### config.mk
export PLATFORM = sky130hd
export DESIGN_NAME = alu_operand_stage
export DESIGN_NICKNAME = d
export VERILOG_FILES = /design/src/rtl/alu_pkg.sv /design/src/rtl/reg_file_2r1w.sv /design/src/rtl/alu_operand_stage.sv
export SDC_FILE = /design/constraint.sdc
export NUM_CORES = 2
export LEC_CHECK = 0
export CAP_MARGIN = 20
export CELL_PAD_IN_SITES_DETAIL_PLACEMENT = 0
export CELL_PAD_IN_SITES_GLOBAL_PLACEMENT = 1
export CORE_AREA = 2 2 328 330
export CTS_CLUSTER_DIAMETER = 120
export DETAILED_ROUTE_END_ITERATION = 12
export DIE_AREA = 0 0 330 332
export PLACE_DENSITY_LB_ADDON = 0.1
export SETUP_SLACK_MARGIN = 0.15
export SLEW_MARGIN = 20
export SYNTH_ARGS = -nofsm -noshare
export SYNTH_HDL_FRONTEND = slang
export SYNTH_HIERARCHICAL = 1
export SYNTH_SLANG_ARGS = --single-unit
### constraint.sdc
create_clock -name clk -period 2.7 [get_ports clk]
set_input_delay 0.405 -clock clk [delete_from_list [all_inputs] [get_ports clk]]
set_output_delay 0.405 -clock clk [all_outputs]
set_load 0.01 [all_outputs]
### src/rtl/alu_pkg.sv
// rtl/alu_pkg.sv - shared ALU opcode constants, widths and opcode legality check
package alu_pkg;

   localparam int XLEN   = 32;
   localparam int REG_AW = 5;

   localparam logic [2:0] ALU_AND = 3'b000;
   localparam logic [2:0] ALU_OR  = 3'b001;
   localparam logic [2:0] ALU_ADD = 3'b010;
   localparam logic [2:0] ALU_SUB = 3'b110;
   localparam logic [2:0] ALU_SLT = 3'b111;

   // True for the five opcodes the ALU implements; 011, 100 and 101 are holes.
   function automatic logic alu_op_legal(input logic [2:0] op);
      logic legal;
      legal = 1'b0;
      case (op)
         ALU_AND, ALU_OR, ALU_ADD, ALU_SUB, ALU_SLT: legal = 1'b1;
         default:                                    legal = 1'b0;
      endcase
      return legal;
   endfunction

endpackage

### src/rtl/reg_file_2r1w.sv
// rtl/reg_file_2r1w.sv - architectural register file, two async read ports, one sync write port
module reg_file_2r1w #(
   parameter int XLEN = 32,
   parameter int NREG = 32,
   parameter int AW   = $clog2(NREG)
) (
   input  logic            clk,
   input  logic            rst_n,
   input  logic [AW-1:0]   rd_addr1,
   output logic [XLEN-1:0] rd_data1,
   input  logic [AW-1:0]   rd_addr2,
   output logic [XLEN-1:0] rd_data2,
   input  logic            wr_en,
   input  logic [AW-1:0]   wr_addr,
   input  logic [XLEN-1:0] wr_data
);

   logic [XLEN-1:0] regs [NREG];

   // Register storage: cleared on reset, x0 never written so its entry stays zero.
   always_ff @(posedge clk or negedge rst_n) begin
      if (!rst_n) begin
         for (int i = 0; i < NREG; i++) begin
            regs[i] <= '0;
         end
      end else if (wr_en && (wr_addr != '0)) begin
         regs[wr_addr] <= wr_data;
      end
   end

   // x0 is forced to zero on the read side as well, independent of storage contents.
   assign rd_data1 = (rd_addr1 == '0) ? '0 : regs[rd_addr1];
   assign rd_data2 = (rd_addr2 == '0) ? '0 : regs[rd_addr2];

endmodule

### src/rtl/alu_operand_stage.sv
// rtl/alu_operand_stage.sv - ID/EX operand stage: register read, writeback bypass, one-slot output buffer
module alu_operand_stage #(
   parameter int XLEN = alu_pkg::XLEN,
   parameter int NREG = 32
) (
   input  logic                      clk,
   input  logic                      rst_n,
   input  logic                      flush,
   input  logic                      in_valid,
   output logic                      in_ready,
   input  logic [alu_pkg::REG_AW-1:0] in_rs1,
   input  logic [alu_pkg::REG_AW-1:0] in_rs2,
   input  logic [alu_pkg::REG_AW-1:0] in_rd,
   input  logic [XLEN-1:0]           in_imm,
   input  logic                      in_use_imm,
   input  logic [2:0]                in_op,
   output logic                      out_valid,
   input  logic                      out_ready,
   output logic [XLEN-1:0]           out_a,
   output logic [XLEN-1:0]           out_b,
   output logic [2:0]                out_op,
   output logic [alu_pkg::REG_AW-1:0] out_rd,
   output logic                      out_illegal,
   input  logic                      wb_en,
   input  logic [alu_pkg::REG_AW-1:0] wb_addr,
   input  logic [XLEN-1:0]           wb_data
);

   import alu_pkg::*;

   logic [XLEN-1:0] rf_a;
   logic [XLEN-1:0] rf_b;
   logic [XLEN-1:0] src_a;
   logic [XLEN-1:0] src_rs2;
   logic [XLEN-1:0] src_b;
   logic            accept;

   reg_file_2r1w #(
      .XLEN (XLEN),
      .NREG (NREG),
      .AW   (REG_AW)
   ) u_rf (
      .clk      (clk),
      .rst_n    (rst_n),
      .rd_addr1 (in_rs1),
      .rd_data1 (rf_a),
      .rd_addr2 (in_rs2),
      .rd_data2 (rf_b),
      .wr_en    (wb_en),
      .wr_addr  (wb_addr),
      .wr_data  (wb_data)
   );

   // Ready depends only on slot state and downstream ready, never on in_valid.
   assign in_ready = !out_valid || out_ready;
   assign accept   = in_valid && in_ready && !flush;

   // Operand selection: x0 wins over the bypass so a wb to x0 can never leak through.
   always_comb begin
      src_a   = '0;
      src_rs2 = '0;
      if (in_rs1 != '0) begin
         src_a = (wb_en && (wb_addr == in_rs1)) ? wb_data : rf_a;
      end
      if (in_rs2 != '0) begin
         src_rs2 = (wb_en && (wb_addr == in_rs2)) ? wb_data : rf_b;
      end
      src_b = in_use_imm ? in_imm : src_rs2;
   end

   // Output slot: flush beats accept, accept beats drain; fields hold while stalled.
   always_ff @(posedge clk or negedge rst_n) begin
      if (!rst_n) begin
         out_valid   <= 1'b0;
         out_a       <= '0;
         out_b       <= '0;
         out_op      <= '0;
         out_rd      <= '0;
         out_illegal <= 1'b0;
      end else if (flush) begin
         out_valid <= 1'b0;
      end else if (accept) begin
         out_valid   <= 1'b1;
         out_a       <= src_a;
         out_b       <= src_b;
         out_op      <= in_op;
         out_rd      <= in_rd;
         out_illegal <= !alu_op_legal(in_op);
      end else if (out_ready) begin
         out_valid <= 1'b0;
      end
   end

endmodule

After elaboration in Yosys (flattened, before gate mapping) --
Cells that the tools add are included.
Operators by class: reduce and logical (&&, ||, !) cells 19, multiplexer cells 22, equal/unequal tests 6, $lt $le $gt $ge 4, bitwise operators 4
Operators by type and width (number):
- $bwmux W1024 | 1
- $mux W32 | 12
- $bmux W32 S5 | 2
- $demux W32 S5 | 1
- $ge A6 B6 Y1 const B | 3
- $not A5 Y6 | 3
- $reduce_bool A5 Y1 | 3
- $eq A5 B5 Y1 | 2
- $logic_not A5 Y1 | 2
- $eq A3 B3 Y1 const B | 2
- $logic_and A1 B1 Y1 | 6
- $lt A6 B1 Y1 const B | 1
- $mux W1 | 6
- $reduce_or A5 Y1 | 1
- $eq A3 B1 Y1 const B | 1
- $eq A3 B2 Y1 const B | 1
- $logic_not A1 Y1 | 3
- $logic_not A3 Y1 | 1
- $reduce_bool A3 Y1 | 1
- $reduce_and A2 Y1 | 1
- $logic_or A1 B1 Y1 | 1
- $not A1 Y1 | 1
Storage, ports and cells: input bits 94, bits in registers 1098, output and inout port bits 75

Depth between registers and ports, before layout --
depth in word-level cells 8, mapped depth 11

Cells and area by module --
Netlist, hierarchy kept.
By module, submodules not included:
- reg_file_2r1w | cells an instance 3514, area an instance 54019.3 um^2, times used 1, sequential area each 25624.6 um^2
- alu_operand_stage | cells an instance 416, area an instance 3926.3 um^2, times used 1, sequential area each 1851.8 um^2

Worst setup path before layout --
OpenSTA, ideal clock, no wires.
kind input to register, start input in_rs2[0] (netlist name), end register out_b[10], stages on the path 8, required time 2.573 ns, arrival time 2.242 ns, path slack 0.331 ns, setup time 0.127 ns, cell sequence buf_2 -> buf_2 -> buf_2 -> mux4_2 -> a2111oi_0 -> nor3_1 -> mux2i_1 -> o22ai_1
Between the ends: cells in the longest elaborated chain, start to end 8, elaborated cells on any way between the ends 12
RTL lines:
- start, declared | line alu_operand_stage.sv:12 | input logic [alu_pkg::REG_AW-1:0] in_rs2,
- $not A5 Y6 (not written as such) | line reg_file_2r1w.sv:33 | assign rd_data2 = (rd_addr2 == '0) ? '0 : regs[rd_addr2];
- $bmux W32 S5 | line reg_file_2r1w.sv:33
- $mux W32 (not written as such) (2 in series) | line reg_file_2r1w.sv:33
- $mux W32 (*) | line reg_file_2r1w.sv:33
- via rf_b[10] | line alu_operand_stage.sv:32 | logic [XLEN-1:0] rf_b;
- $mux W32 (*) | line alu_operand_stage.sv:66 | src_rs2 = (wb_en && (wb_addr == in_rs2)) ? wb_data : rf_b;
- $mux W32 (*) | line alu_operand_stage.sv:65 | if (in_rs2 != '0) begin
- $mux W32 (*) | line alu_operand_stage.sv:68 | src_b = in_use_imm ? in_imm : src_rs2;
- end signal, assigned | line alu_operand_stage.sv:85 | out_b <= src_b;
- end, declared | line alu_operand_stage.sv:20 | output logic [XLEN-1:0] out_b,
The timed path passes the listed nets; every way through them passes the cells marked *. The select of a mux whose other input is x is not followed. A chain may end at the register's enable or synchronous reset.

Worst setup path after layout --
start register u_rf/regs[275] (netlist name), end register out_a[19]
Between the ends: cells in the longest elaborated chain, start to end 6
RTL lines:
- start, declared | line reg_file_2r1w.sv:18 | logic [XLEN-1:0] regs [NREG];
- start signal, assigned by index | line reg_file_2r1w.sv:27 | regs[wr_addr] <= wr_data;
- $bmux W32 S5 | line reg_file_2r1w.sv:32 | assign rd_data1 = (rd_addr1 == '0) ? '0 : regs[rd_addr1];
- $mux W32 (not written as such) (2 in series) | line reg_file_2r1w.sv:32
- $mux W32 | line reg_file_2r1w.sv:32
- via rf_a[19] | line alu_operand_stage.sv:31 | logic [XLEN-1:0] rf_a;
- $mux W32 | line alu_operand_stage.sv:63 | src_a = (wb_en && (wb_addr == in_rs1)) ? wb_data : rf_a;
- $mux W32 | line alu_operand_stage.sv:62 | if (in_rs1 != '0) begin
- end signal, assigned | line alu_operand_stage.sv:84 | out_a <= src_a;
- end, declared | line alu_operand_stage.sv:19 | output logic [XLEN-1:0] out_a,
The timed path passes the listed nets, and every way through them passes these cells. The select of a mux whose other input is x is not followed.

==> metrics <==
clk slew on worst S/H paths=0.06 ns; Final Instance Area=69,300 um2; CTS sink cnt=1,098; Site Rows=120; Setup TNS=0 ns; top cells by area, synth=dfrtp_1, mux2_2, mux4_2, mux2i_1, clkbuf_1; synthesized instance count=between 3,000 and 4,000; DR iter-0 viols=between 4,000 and 5,000; initial antenna violation count=7; PortBufs=around 170; Worst setup SP type=flop; syn avg cell area=about 15 um2; clk root buf=clkbuf_16; Layout Nets=4,354; clock latency at the later pin of the worst-skew pair=roughly 0.7 ns; Final Hold Vio Count=0; drt drc=20; DRT Wirelength=203,000 um; dpl cell area=between 60,000 and 70,000 um2; htree depth=3; post-synthesis net count=4,024; post-CTS sizing=0; fin util=0.652; Synth area leader=dfrtp_1; TritonCTS clock tree=built; Post-synth top cells=dfrtp_1, mux2_2, mux4_2, clkbuf_1, mux2i_1; failing checks=DRC; most frequent cell after synthesis=dfrtp_1; Pins Over Slew Limit=0; vias per inst=between 6 and 7; First-pass DRT Iterations=9; Static Leakage=0.0300 uW; Core Area=approximately 110,000 um2; outcome=finished with violations; WP data required=3.29 ns; top-area cell type share of the netlist area=0.474; Post-Syn Area=around 58,000 um2; die height=between 300 and 400 um; fraction of registers with async set/reset=1.00; Area growth, synth to finish=19.6%; Synth Flop Type=dfrtp_1; Worst Path Max Fanout=3; hold_ws=roughly 0.22 ns; clk buf depth=3; RSZ-0062 raised after global routing=no; first-pass GRT wire length=297,000 um; WL/cell=between 30 and 40 um; pin count of the biggest net entering global routing=between 100 and 150; Worst EP arrival=3.00 ns; fin crit share=0.893; Tot Pwr=roughly 50,000 uW; count of final setup violators=0; PD cells=between 700 and 800 nW/um2; dpl hpwl=135,000 um; Rel. slew slack=0.142; CTS Buf Count=118; minimum clock period=between 2 and 2.5 ns; Die W=approximately 330 um; Setup CP Type=reg -> reg; Vias=between 40,000 and 50,000; Netlist cell types=48; total gr overflow=0; overall global routing resource usage=0.374; vias in the first global route=approximately 43,000; IO Count=between 150 and 200; #FFs+latches synth=between 1,000 and 1,500; Max-Cap Viols=0; layout cells sized above 1=0.512; VDD IR-drop max=slightly below 0.5 mV; post-route ant nets=0; Hold WC Path Type=in -> reg; Initial Utilization=0.545; post-synthesis sequential area ratio=0.474; worst clock skew=between 0.02 and 0.025 ns; GPL Wtd Cong=between 0.9 and 1; number of flops mapped to enable cells by yosys=0; die area=about 110,000 um2; YS warnings=6; slew at the pin closest to its max-slew limit=1.28 ns; Crit. End Element=flop; Max Clk Rate=415 MHz
[layout by cell type, fill, tap and decap left out, drive strengths merged, types with 26 or more instances in the layout]
cell type,instances
clkdlybuf4s50,158
a211oi,38
o22ai,113
nand2,81
mux4,469
nor2,53
mux2,1025
a2111oi,26
a21oi,44
o221ai,26
dfrtp,1098
nor3,58
o21ai,67
mux2i,222
a22o,52
buf,503
clkbuf,175
[area by class of cell]
cell class / instances / area [um2]
Multi-Input combinational cell: 2378 / 28500
Clock inverter: 44 / 639
Fill cell: 7499 / 37000
Tap cell: 1403 / 1760
Clock buffer: 175 / 3490
Sequential cell: 1098 / 27500
Timing Repair Buffer: 662 / 7380
Antenna cell: 3 / 7.51
Inverter: 2 / 7.51
[critical path: stages (launching register included)]
cell and delay [ns]:
dfrtp_1 0.41, mux4_2 0.48, mux4_2 0.48, o22ai_1 0.14, nor3_1 0.07, mux2i_1 0.42
buf_4 0.22, o21ai_1 0.06
[logic make-up after synthesis]
| family | Yosys count | share of synthesized area |
|---|---|---|
| muxes | 1716 | 0.420 |
| DFF | 1098 | 0.474 |
| buffers and inverters | 454 | 0.0371 |
| AOI/OAI and AO/OA | 394 | 0.0463 |
| and+or+nand+nor | 258 | 0.0212 |
| xor gates and xnor gates | 10 | 0.00151 |
[what timing repair did]
item	CTS	global route
hold buffers	1	0
setup buffers	0	0
hold endpoints to repair	33	0
[final timing paths]
kind | start | endpoint | slack (ns) | cells past startpoint
worst max-delay path | u_rf/regs[275] | out_a[19] | 0.29 | 7
worst min-delay path | in_rd[2] | out_rd[2] | 0.22 | 3
worst max register to register | u_rf/regs[275] | out_a[19] | 0.29 | 7
worst min register to register | u_rf/regs[1010] | u_rf/regs[1010] | 0.40 | 0
max in group asynchronous | rst_n | u_rf/regs[612] | 1.28 | 3
min in group asynchronous | rst_n | u_rf/regs[504] | 0.25 | 2
[metrics by stage]
stage,std cells,setup slack (ns)
final,5765,0.289
after global routing,5762,0.228
after CTS,5762,0.325
after detailed placement,5542,-0.216
after global placement,5542,-0.234
after floorplan,3930,0.331
[power by group]
group	internal, uW	total (uW)	switching [uW]
combinational	6410	10700	4270
sequential	19600	22200	2580
clock	10300	17300	6950
[sequential cells by signal, summed over array words and instances, names as in the netlist]
signal,flops
out_a,32
out_rd,5
out_illegal,1
out_op,3
u_rf/regs,1024
out_valid,1
out_b,32
[routing by layer]
layer / wire (um) / track usage
met2: 92800 / 0.567
met3: 19100 / 0.0906
met4: 10900 / 0.175
met5: 22 / 0
met1: 80300 / 0.513
Power figures use the tool's default switching activity.
